File: config.mk
export PLATFORM = sky130hd
export DESIGN_NAME = rvh_l1d_alu_arb
export DESIGN_NICKNAME = d
export VERILOG_FILES = /design/src/rtl/rvh_l1d_alu_arb.sv
export SDC_FILE = /design/constraint.sdc
export NUM_CORES = 1
export LEC_CHECK = 0
export ABC_CLOCK_PERIOD_IN_PS = 3200
export BUFFER_PORTS_ARGS = -buffer_cell sky130_fd_sc_hd__buf_2
export CAP_MARGIN = 5
export CORE_AREA = 2 2 323 325
export DETAILED_ROUTE_END_ITERATION = 8
export DIE_AREA = 0 0 325 327
export HOLD_SLACK_MARGIN = 0.03
export PLACE_DENSITY = 0.35
export SETUP_SLACK_MARGIN = 0.3
export SYNTH_ARGS = -nofsm -noshare
export SYNTH_HDL_FRONTEND = slang
export SYNTH_SLANG_ARGS = --single-unit
File: constraint.sdc
create_clock -name clk -period 3.2 [get_ports clk]
set_input_delay 0.32 -clock clk [delete_from_list [all_inputs] [get_ports clk]]
set_output_delay 0.32 -clock clk [all_outputs]
set_load 0.01 [all_outputs]
File: src/rtl/rvh_l1d_alu_arb.sv
// rvh_l1d_alu_arb: shares one combinational L1D ALU among N_REQ requesters.
// Round-robin grant feeds an issue register (S1) that drives the ALU.
// The ALU result is captured into a response register (S2) with valid/ready.
module rvh_l1d_alu_arb #(
   parameter int N_REQ        = 4,
   parameter int XLEN         = 64,
   parameter int ALU_OP_WIDTH = 4,
   parameter int TAG_WIDTH    = 4
) (
   input  logic                          clk,
   input  logic                          rst,
   input  logic [N_REQ-1:0]              req_vld_i,
   output logic [N_REQ-1:0]              req_rdy_o,
   input  logic [N_REQ*ALU_OP_WIDTH-1:0] req_opcode_i,
   input  logic [N_REQ-1:0]              req_op_w_i,
   input  logic [N_REQ*XLEN-1:0]         req_operand0_i,
   input  logic [N_REQ*XLEN-1:0]         req_operand1_i,
   input  logic [N_REQ*TAG_WIDTH-1:0]    req_tag_i,
   output logic [ALU_OP_WIDTH-1:0]       alu_opcode_o,
   output logic                          alu_op_w_o,
   output logic [XLEN-1:0]               alu_operand0_o,
   output logic [XLEN-1:0]               alu_operand1_o,
   input  logic [XLEN-1:0]               alu_wb_data_i,
   output logic                          resp_vld_o,
   input  logic                          resp_rdy_i,
   output logic [$clog2(N_REQ)-1:0]      resp_req_id_o,
   output logic [TAG_WIDTH-1:0]          resp_tag_o,
   output logic [XLEN-1:0]               resp_data_o,
   input  logic                          flush_i
);

   localparam int ID_W = $clog2(N_REQ);
   localparam logic [ID_W:0] N_LIM = (ID_W+1)'(N_REQ);

   // Issue register (S1)
   logic                    s1_vld;
   logic [ALU_OP_WIDTH-1:0] s1_opcode;
   logic                    s1_w;
   logic [XLEN-1:0]         s1_op0;
   logic [XLEN-1:0]         s1_op1;
   logic [TAG_WIDTH-1:0]    s1_tag;
   logic [ID_W-1:0]         s1_id;

   // Response register (S2)
   logic                    s2_vld;
   logic [XLEN-1:0]         s2_data;
   logic [TAG_WIDTH-1:0]    s2_tag;
   logic [ID_W-1:0]         s2_id;

   logic [ID_W-1:0]         rr_ptr;
   logic [ID_W-1:0]         grant_id;
   logic                    grant_found;
   logic [ID_W:0]           scan_idx;
   logic [ID_W:0]           next_ptr_ext;
   logic [ID_W-1:0]         next_ptr;
   logic                    s1_adv;
   logic                    s2_adv;
   logic                    accept;

   // Scan requesters starting at rr_ptr and pick the first valid one
   always_comb begin
      grant_found = 1'b0;
      grant_id    = '0;
      scan_idx    = '0;
      for (int k = 0; k < N_REQ; k++) begin
         scan_idx = {1'b0, rr_ptr} + (ID_W+1)'(k);
         if (scan_idx >= N_LIM) begin
            scan_idx = scan_idx - N_LIM;
         end
         if (!grant_found && req_vld_i[scan_idx[ID_W-1:0]]) begin
            grant_found = 1'b1;
            grant_id    = scan_idx[ID_W-1:0];
         end
      end
   end

   // Pipeline advance conditions; nothing is accepted during flush or reset
   always_comb begin
      s2_adv       = ~s2_vld | resp_rdy_i;
      s1_adv       = ~s1_vld | s2_adv;
      accept       = s1_adv & (|req_vld_i) & ~flush_i & ~rst;
      next_ptr_ext = {1'b0, grant_id} + (ID_W+1)'(1);
      next_ptr     = (next_ptr_ext >= N_LIM) ? '0 : next_ptr_ext[ID_W-1:0];
   end

   // One-hot ready toward the granted requester only when it is accepted
   always_comb begin
      req_rdy_o = '0;
      for (int i = 0; i < N_REQ; i++) begin
         req_rdy_o[i] = accept & (grant_id == ID_W'(i));
      end
   end

   // Round-robin pointer moves past the winner on every accept
   always_ff @(posedge clk) begin
      if (rst) begin
         rr_ptr <= '0;
      end else if (accept) begin
         rr_ptr <= next_ptr;
      end
   end

   // Issue register: load the winner, otherwise drop valid but keep payload stable
   always_ff @(posedge clk) begin
      if (rst) begin
         s1_vld    <= 1'b0;
         s1_opcode <= '0;
         s1_w      <= 1'b0;
         s1_op0    <= '0;
         s1_op1    <= '0;
         s1_tag    <= '0;
         s1_id     <= '0;
      end else if (flush_i) begin
         s1_vld <= 1'b0;
      end else if (accept) begin
         s1_vld    <= 1'b1;
         s1_opcode <= req_opcode_i[int'(grant_id)*ALU_OP_WIDTH +: ALU_OP_WIDTH];
         s1_w      <= req_op_w_i[grant_id];
         s1_op0    <= req_operand0_i[int'(grant_id)*XLEN +: XLEN];
         s1_op1    <= req_operand1_i[int'(grant_id)*XLEN +: XLEN];
         s1_tag    <= req_tag_i[int'(grant_id)*TAG_WIDTH +: TAG_WIDTH];
         s1_id     <= grant_id;
      end else if (s1_adv) begin
         s1_vld <= 1'b0;
      end
   end

   // Response register: capture the ALU result whenever the consumer side can move
   always_ff @(posedge clk) begin
      if (rst) begin
         s2_vld  <= 1'b0;
         s2_data <= '0;
         s2_tag  <= '0;
         s2_id   <= '0;
      end else if (flush_i) begin
         s2_vld <= 1'b0;
      end else if (s2_adv) begin
         s2_vld <= s1_vld;
         if (s1_vld) begin
            s2_data <= alu_wb_data_i;
            s2_tag  <= s1_tag;
            s2_id   <= s1_id;
         end
      end
   end

   assign alu_opcode_o   = s1_opcode;
   assign alu_op_w_o     = s1_w;
   assign alu_operand0_o = s1_op0;
   assign alu_operand1_o = s1_op1;

   assign resp_vld_o     = s2_vld;
   assign resp_data_o    = s2_data;
   assign resp_tag_o     = s2_tag;
   assign resp_req_id_o  = s2_id;

endmodule

==> results.toml, run 1 <==
[worst_hold_path]
hold_path.class = "in2reg"
hold_path_end = "alu_operand1_o[15]"
hold_depth = 3
min-delay-start = "req_operand1_i[15]"

[synthesis]
async_flop_share = 0
synth_top_cell_by_area = "dfxtp_1"
synth_area_sq_mm = 0.01090
synth-main-ff-cell = "dfxtp_1"
synth.area.top_cells = "dfxtp_1 39%, mux2i_1 25%, nand2_1 9.6%"
syn_nets = 1734
synthAdderAreaFrac = 0.001148
syn_inst = 1113
avgSynthCellArea_sq_um = 9.789
ys_types = 29
synth-edff-count = 0
synthTopCellsByCount = "280 x nand2_1, 274 x mux2i_1, 213 x dfxtp_1"
ys_seq_area_frac = 0.3914
yosys_warnings = 0
synthXorXnorAreaFrac = 0
ys_seq_elements = 213
netlist.area_leader.share = 0.3914
synth_top_family_by_area = "multiplexers"
muxShareOfSynthArea = 0.2517
synth_compound_area_frac = 0.1860
synth-simple-area-share = 0.1077
yosysMostFrequentCell = "nand2_1"

[clock_network]
cts_tree = "done"
htree_levels = 1
worstSkewPairLatency_ns = 0.65
cts.sink_count = 213
numCtsBuffers = 30
root_buffer = "clkbuf_16"
path_clk_slew_ns = 0.06
clockBufferDepth = 3

[grt]
grt_pass1_vias = 14950
grt_pass1_wl_mm = 92.25
grt_max_degree = 78
overflow = 0
grt_usage = 0.1132
antenna_found_initial = 14

[critical_path]
r2r-end = "alu_operand0_o[30]"
r2r_cells = 7
crit_path_max_incr_delay_ns = 0.58
crit_arrival_ns = 3.24
cp_data_required_time_ns = 3.73
cp_max_fo = 17
crit_chain = "nand2b_1 -> a21oi_1 -> a211o_4 -> mux2i_1 -> dlygate4sd3_1 -> o221ai_1 -> dlygate4sd3_1"
r2r_start = "rr_ptr[0]"
critPathLaunchType = "register"
path_class = "reg2reg"
cp_top_family = "buffers and inverters"
worst_path_most_repeated_cell = "dlygate4sd3_1"
critPathSlowestCell = "dlygate4sd3_1"
end_kind = "register"
path_buf_inv = 2
rrSetupSlack_ns = 0.49
startpoint = "rr_ptr[0]"

[floorplanning]
initial_core_util = 0.1059
fp.dieArea_sq_mm = 0.1063
die_y_um = 327
num_rows = 118
die_x_um = 325
ioPinCount = 828
core_sq_mm = 0.1029

[placement]
hpwl_mm = 46.86
port_buffers = 827
routabilityCongestion = 0.8155
post_dp_cell_area_sq_mm = 0.01661

[sta]
finalSetupTns_ns = 0
finClkSkew_ns = 0.06966
worst_pin_slew_ns = 0.9602
fmax_ghz = 0.3688
slew_violations = 0
finalHoldViolCount = 0
rsz0062_at_grt = "yes"
fin_crit_ns = 2.711
fin_crit_sh = 0.8473
slew_headroom = 0.3599
setup_viol_count_final = 0

[route]
antenna_left = 0
num_vias = 13910
dr.pass1.iters = 4
via_per_inst = 3.602
first_iter_violations = 458
finalWirelength_mm = 63.27
wl_per_cell_um = 16.38
drc = 0

[layout]
area_delta_synth_final_pct = 111.0
num-nets-final = 3074
drive_above_1_share = 0.4001
finalInstanceArea_sq_mm = 0.02299

[job]
max-cap-violations = 0

[power_and_ir_drop]
p_leak_nw = 11.02
power_density_mw_per_mm2 = 400.6
ir_worst_vdd_v = 0.0003084

[status]
status = "finished clean"
## power breakdown
part | internal, mW | leakage, nW | total [mW] | switching (mW)
clock network | 1.85 | 0.447 | 3.27 | 1.42
logic | 1.61 | 8.83 | 2.89 | 1.28
registers | 2.91 | 1.75 | 3.05 | 0.146
## tightest hold or removal path, stage by stage
cell	delay (ns)
buf_2	0.07
mux2i_1	0.10
o221ai_2	0.15
## worst max path at each step
stage	end	cells after the start	slack (ns)
floorplan	req_rdy_o[2]	8	1.34
global placement	alu_operand0_o[52]	9	0.65
detailed placement	alu_operand0_o[52]	9	0.65
CTS	req_rdy_o[1]	6	0.32
global route	req_rdy_o[1]	6	0.27
finish	alu_operand0_o[30]	7	0.49
## cells by family after synthesis
| logic type | Yosys count |
|---|---|
| AOI/OAI and AO/OA | 219 |
| adders and majority gates | 1 |
| buffers and inverters | 105 |
| DFF | 213 |
| muxes | 274 |
| and+or+nand+nor | 301 |
## state kept, by name (all words and copies together) (netlist names)
name / count
s1_id: 2
s1_tag: 4
s1_vld: 1
resp_tag_o: 4
resp_data_o: 64
rr_ptr: 2
resp_vld_o: 1
alu_opcode_o: 4
resp_req_id_o: 2
alu_operand0_o: 64
alu_op_w_o: 1
alu_operand1_o: 64
## layout by cell type, fill, tap and decap left out, types with 2 or more instances in the layout
master	instances
a211oi_1	2
a21o_1	2
a21oi_1	74
and2_1	2
buf_12	15
buf_2	827
buf_4	33
clkbuf_1	9
clkbuf_16	30
clkbuf_8	6
clkinv_2	3
clkinvlp_4	2
dfxtp_1	213
diode_2	10
dlygate4sd3_1	534
inv_1	3
mux2i_1	274
nand2_1	278
nand2_4	2
nand2b_1	4
nor2_1	7
o221ai_1	77
o221ai_2	60
## timing repair
action / CTS / global route
pin swaps: 2 / 2
hold endpoints to repair: 199 / 2
endpoints found under the setup margin: 4 / 17
hold buffers: 533 / 1
buffers inserted: 3 / 6
resized for setup: 2 / 1
## metrics by stage
step                std cells  hold slack, ns  worst slack (ns)  power [mW]  utilization
global placement         3258          0.4407            0.6485       5.323       0.1615
finish                   3862         0.08886            0.4886       9.210       0.2234
detailed placement       3258          0.4427            0.6496       5.305       0.1615
global route             3861         0.06165            0.2690       9.759       0.2234
floorplan                1113          0.3985             1.343       4.250            -
CTS                      3845         0.03152            0.3172       9.472       0.2226
## final cells by class
| class | count | area (sq um) |
|---|---|---|
| Fill cell | 11350 | 79910 |
| Timing Repair Buffer | 1409 | 10030 |
| Multi-Input combinational cell | 795 | 6002 |
| Sequential cell | 213 | 4264 |
| Clock inverter | 6 | 60.06 |
| Antenna cell | 10 | 25.02 |
| Inverter | 4 | 15.01 |
| Tap cell | 1380 | 1727 |
| Clock buffer | 45 | 867.1 |
## layer usage
| layer | vias to the layer above | track usage | part of all wire | routed length, um |
|---|---|---|---|---|
| met5 | - | 0 | 0.00073 | 46 |
| met4 | 6 | 0.05103 | 0.046 | 2927 |
| met3 | 115 | 0.02828 | 0.062 | 3896 |
| met2 | 556 | 0.2065 | 0.50 | 31830 |
| met1 | 6469 | 0.1229 | 0.39 | 24570 |
| li1 | 6763 | - | - | - |
Power figures use the tool's default switching activity.
==> run 2, diff against run 1 <==
--- a/config.mk
+++ b/config.mk
@@ -5,12 +5,12 @@
 export SDC_FILE = /design/constraint.sdc
 export NUM_CORES = 1
 export LEC_CHECK = 0
-export ABC_CLOCK_PERIOD_IN_PS = 3200
+export ABC_CLOCK_PERIOD_IN_PS = 2600
 export BUFFER_PORTS_ARGS = -buffer_cell sky130_fd_sc_hd__buf_2
 export CAP_MARGIN = 5
-export CORE_AREA = 2 2 323 325
+export CORE_AREA = 2 2 325 327
 export DETAILED_ROUTE_END_ITERATION = 8
-export DIE_AREA = 0 0 325 327
+export DIE_AREA = 0 0 327 329
 export HOLD_SLACK_MARGIN = 0.03
 export PLACE_DENSITY = 0.35
 export SETUP_SLACK_MARGIN = 0.3
==> constraint.sdc (replaced) <==
create_clock -name clk -period 2.6 [get_ports clk]
set_input_delay 0.26 -clock clk [delete_from_list [all_inputs] [get_ports clk]]
set_output_delay 0.26 -clock clk [all_outputs]
set_load 0.01 [all_outputs]
==> results.toml, run 2 (synthesis gave the netlist of run 1 again) <==
[placement]
port_buffers = 827
hpwl_mm = 48.97
dp_slack_ns = 0.2106
routabilityCongestion = 0.8499

[floorplanning]
die_x_um = 327
core_sq_mm = 0.1044
fp.dieArea_sq_mm = 0.1076
num_rows = 119
die_y_um = 329
initial_core_util = 0.1044
ioPinCount = 828

[worst_hold_path]
hold_path.class = "in2reg"
min-delay-start = "req_operand0_i[150]"

[critical_path]
cp_data_required_time_ns = 2.34
crit_arrival_ns = 1.99
end_kind = "primary output"
critPathLaunchType = "register"
startpoint = "resp_vld_o"
r2r_start = "rr_ptr[0]"
cp_max_fo = 5
path_class = "reg2out"

[layout]
final_core_util = 0.2292
drive_above_1_share = 0.4049
final_cell_mix = "823 x buf_2, 586 x dlygate4sd3_1, 278 x nand2_1"
area_delta_synth_final_pct = 119.6
num-nets-final = 3152
final_common_cell = "buf_2"

[route]
dr.pass1.iters = 4
antenna_left = 0
finalWirelength_mm = 66.13
wl_per_cell_um = 16.74
drc = 0
first_iter_violations = 504
via_per_inst = 3.606
num_vias = 14250

[grt]
grt_usage = 0.1148
grt_pass1_wl_mm = 93.85
grt_pass1_vias = 15260
overflow = 0
grt_max_degree = 71
antenna_found_initial = 5

[job]
max-cap-violations = 0

[sta]
slew_violations = 0
fmax_ghz = 0.4448
fin_crit_sh = 0.8646
slew_headroom = 0.4573
worst_pin_slew_ns = 0.8140
finalHoldViolCount = 0
rsz0062_at_grt = "yes"
hold_ws_ns = 0.01464
fin_ws_ns = 0.3519
finalSetupTns_ns = 0
setup_viol_count_final = 0
fin_crit_ns = 2.248
finClkSkew_ns = 0.03064

[power_and_ir_drop]
ir_worst_vdd_v = 0.0005066
power.total_mw = 11.56
power_density_mw_per_mm2 = 483.2
p_leak_nw = 11.41

[clock_network]
clockBufferDepth = 3
cts_tree = "done"
htree_levels = 1
worstSkewPairLatency_ns = 0.61
numCtsBuffers = 29
cts.sink_count = 213
root_buffer = "clkbuf_16"
path_clk_slew_ns = 0.06

[status]
status = "finished clean"
==> run 2: per-stage QoR <==
step	instance area, sq um	cells
6_report	23930	3950
3_3_place_gp	16780	3291
4_1_cts	23810	3943
5_1_grt	23920	3949
2_1_floorplan	10900	1113
3_5_place_dp	16780	3291
==> run 2: layout make-up <==
class | count | area [sq um]
Clock inverter | 7 | 125.1
Clock buffer | 47 | 873.3
Tap cell | 1391 | 1740
Timing Repair Buffer | 1488 | 10800
Sequential cell | 213 | 4273
Multi-Input combinational cell | 795 | 6081
Fill cell | 11350 | 80450
Antenna cell | 5 | 12.51
Inverter | 4 | 17.52
==> run 2: timing repair <==
item,in CTS,in global routing
pin swaps,4,6
endpoints found under the hold margin,203,4
gates resized for setup,16,21
buffers inserted,11,3
cloned,0,0
endpoints found under the setup margin,5,28
hold buffers,587,4
==> run 2: critical path: stages, from the launching register on <==
cell and delay (ns):
dfxtp_2 0.32, nor2b_4 0.11, buf_6 0.11, a2111oi_4 0.35, buf_6 0.18, and3_4 0.20
buf_6 0.10
==> run 2: worst paths after layout <==
check	depth (start not counted)	end	slack (ns)
setup / recovery	6	req_rdy_o[0]	0.35
hold / removal	3	alu_operand0_o[22]	0.01
setup reg to reg	8	alu_operand0_o[26]	0.36
hold reg to reg	2	resp_data_o[18]	0.45
==> run 2: metal layers <==
layer	vias to the layer above	wire length, um	global-route usage
li1	6921	-	-
met4	0	3284	0.05325
met2	567	33250	0.2100
met5	-	0	0
met1	6634	25890	0.1261
met3	123	3703	0.02469
==> run 2: report_power, final <==
part	switching, mW	total, mW	internal [mW]
clock network	1.71	4.29	2.58
logic	1.62	3.51	1.90
registers	0.180	3.75	3.58
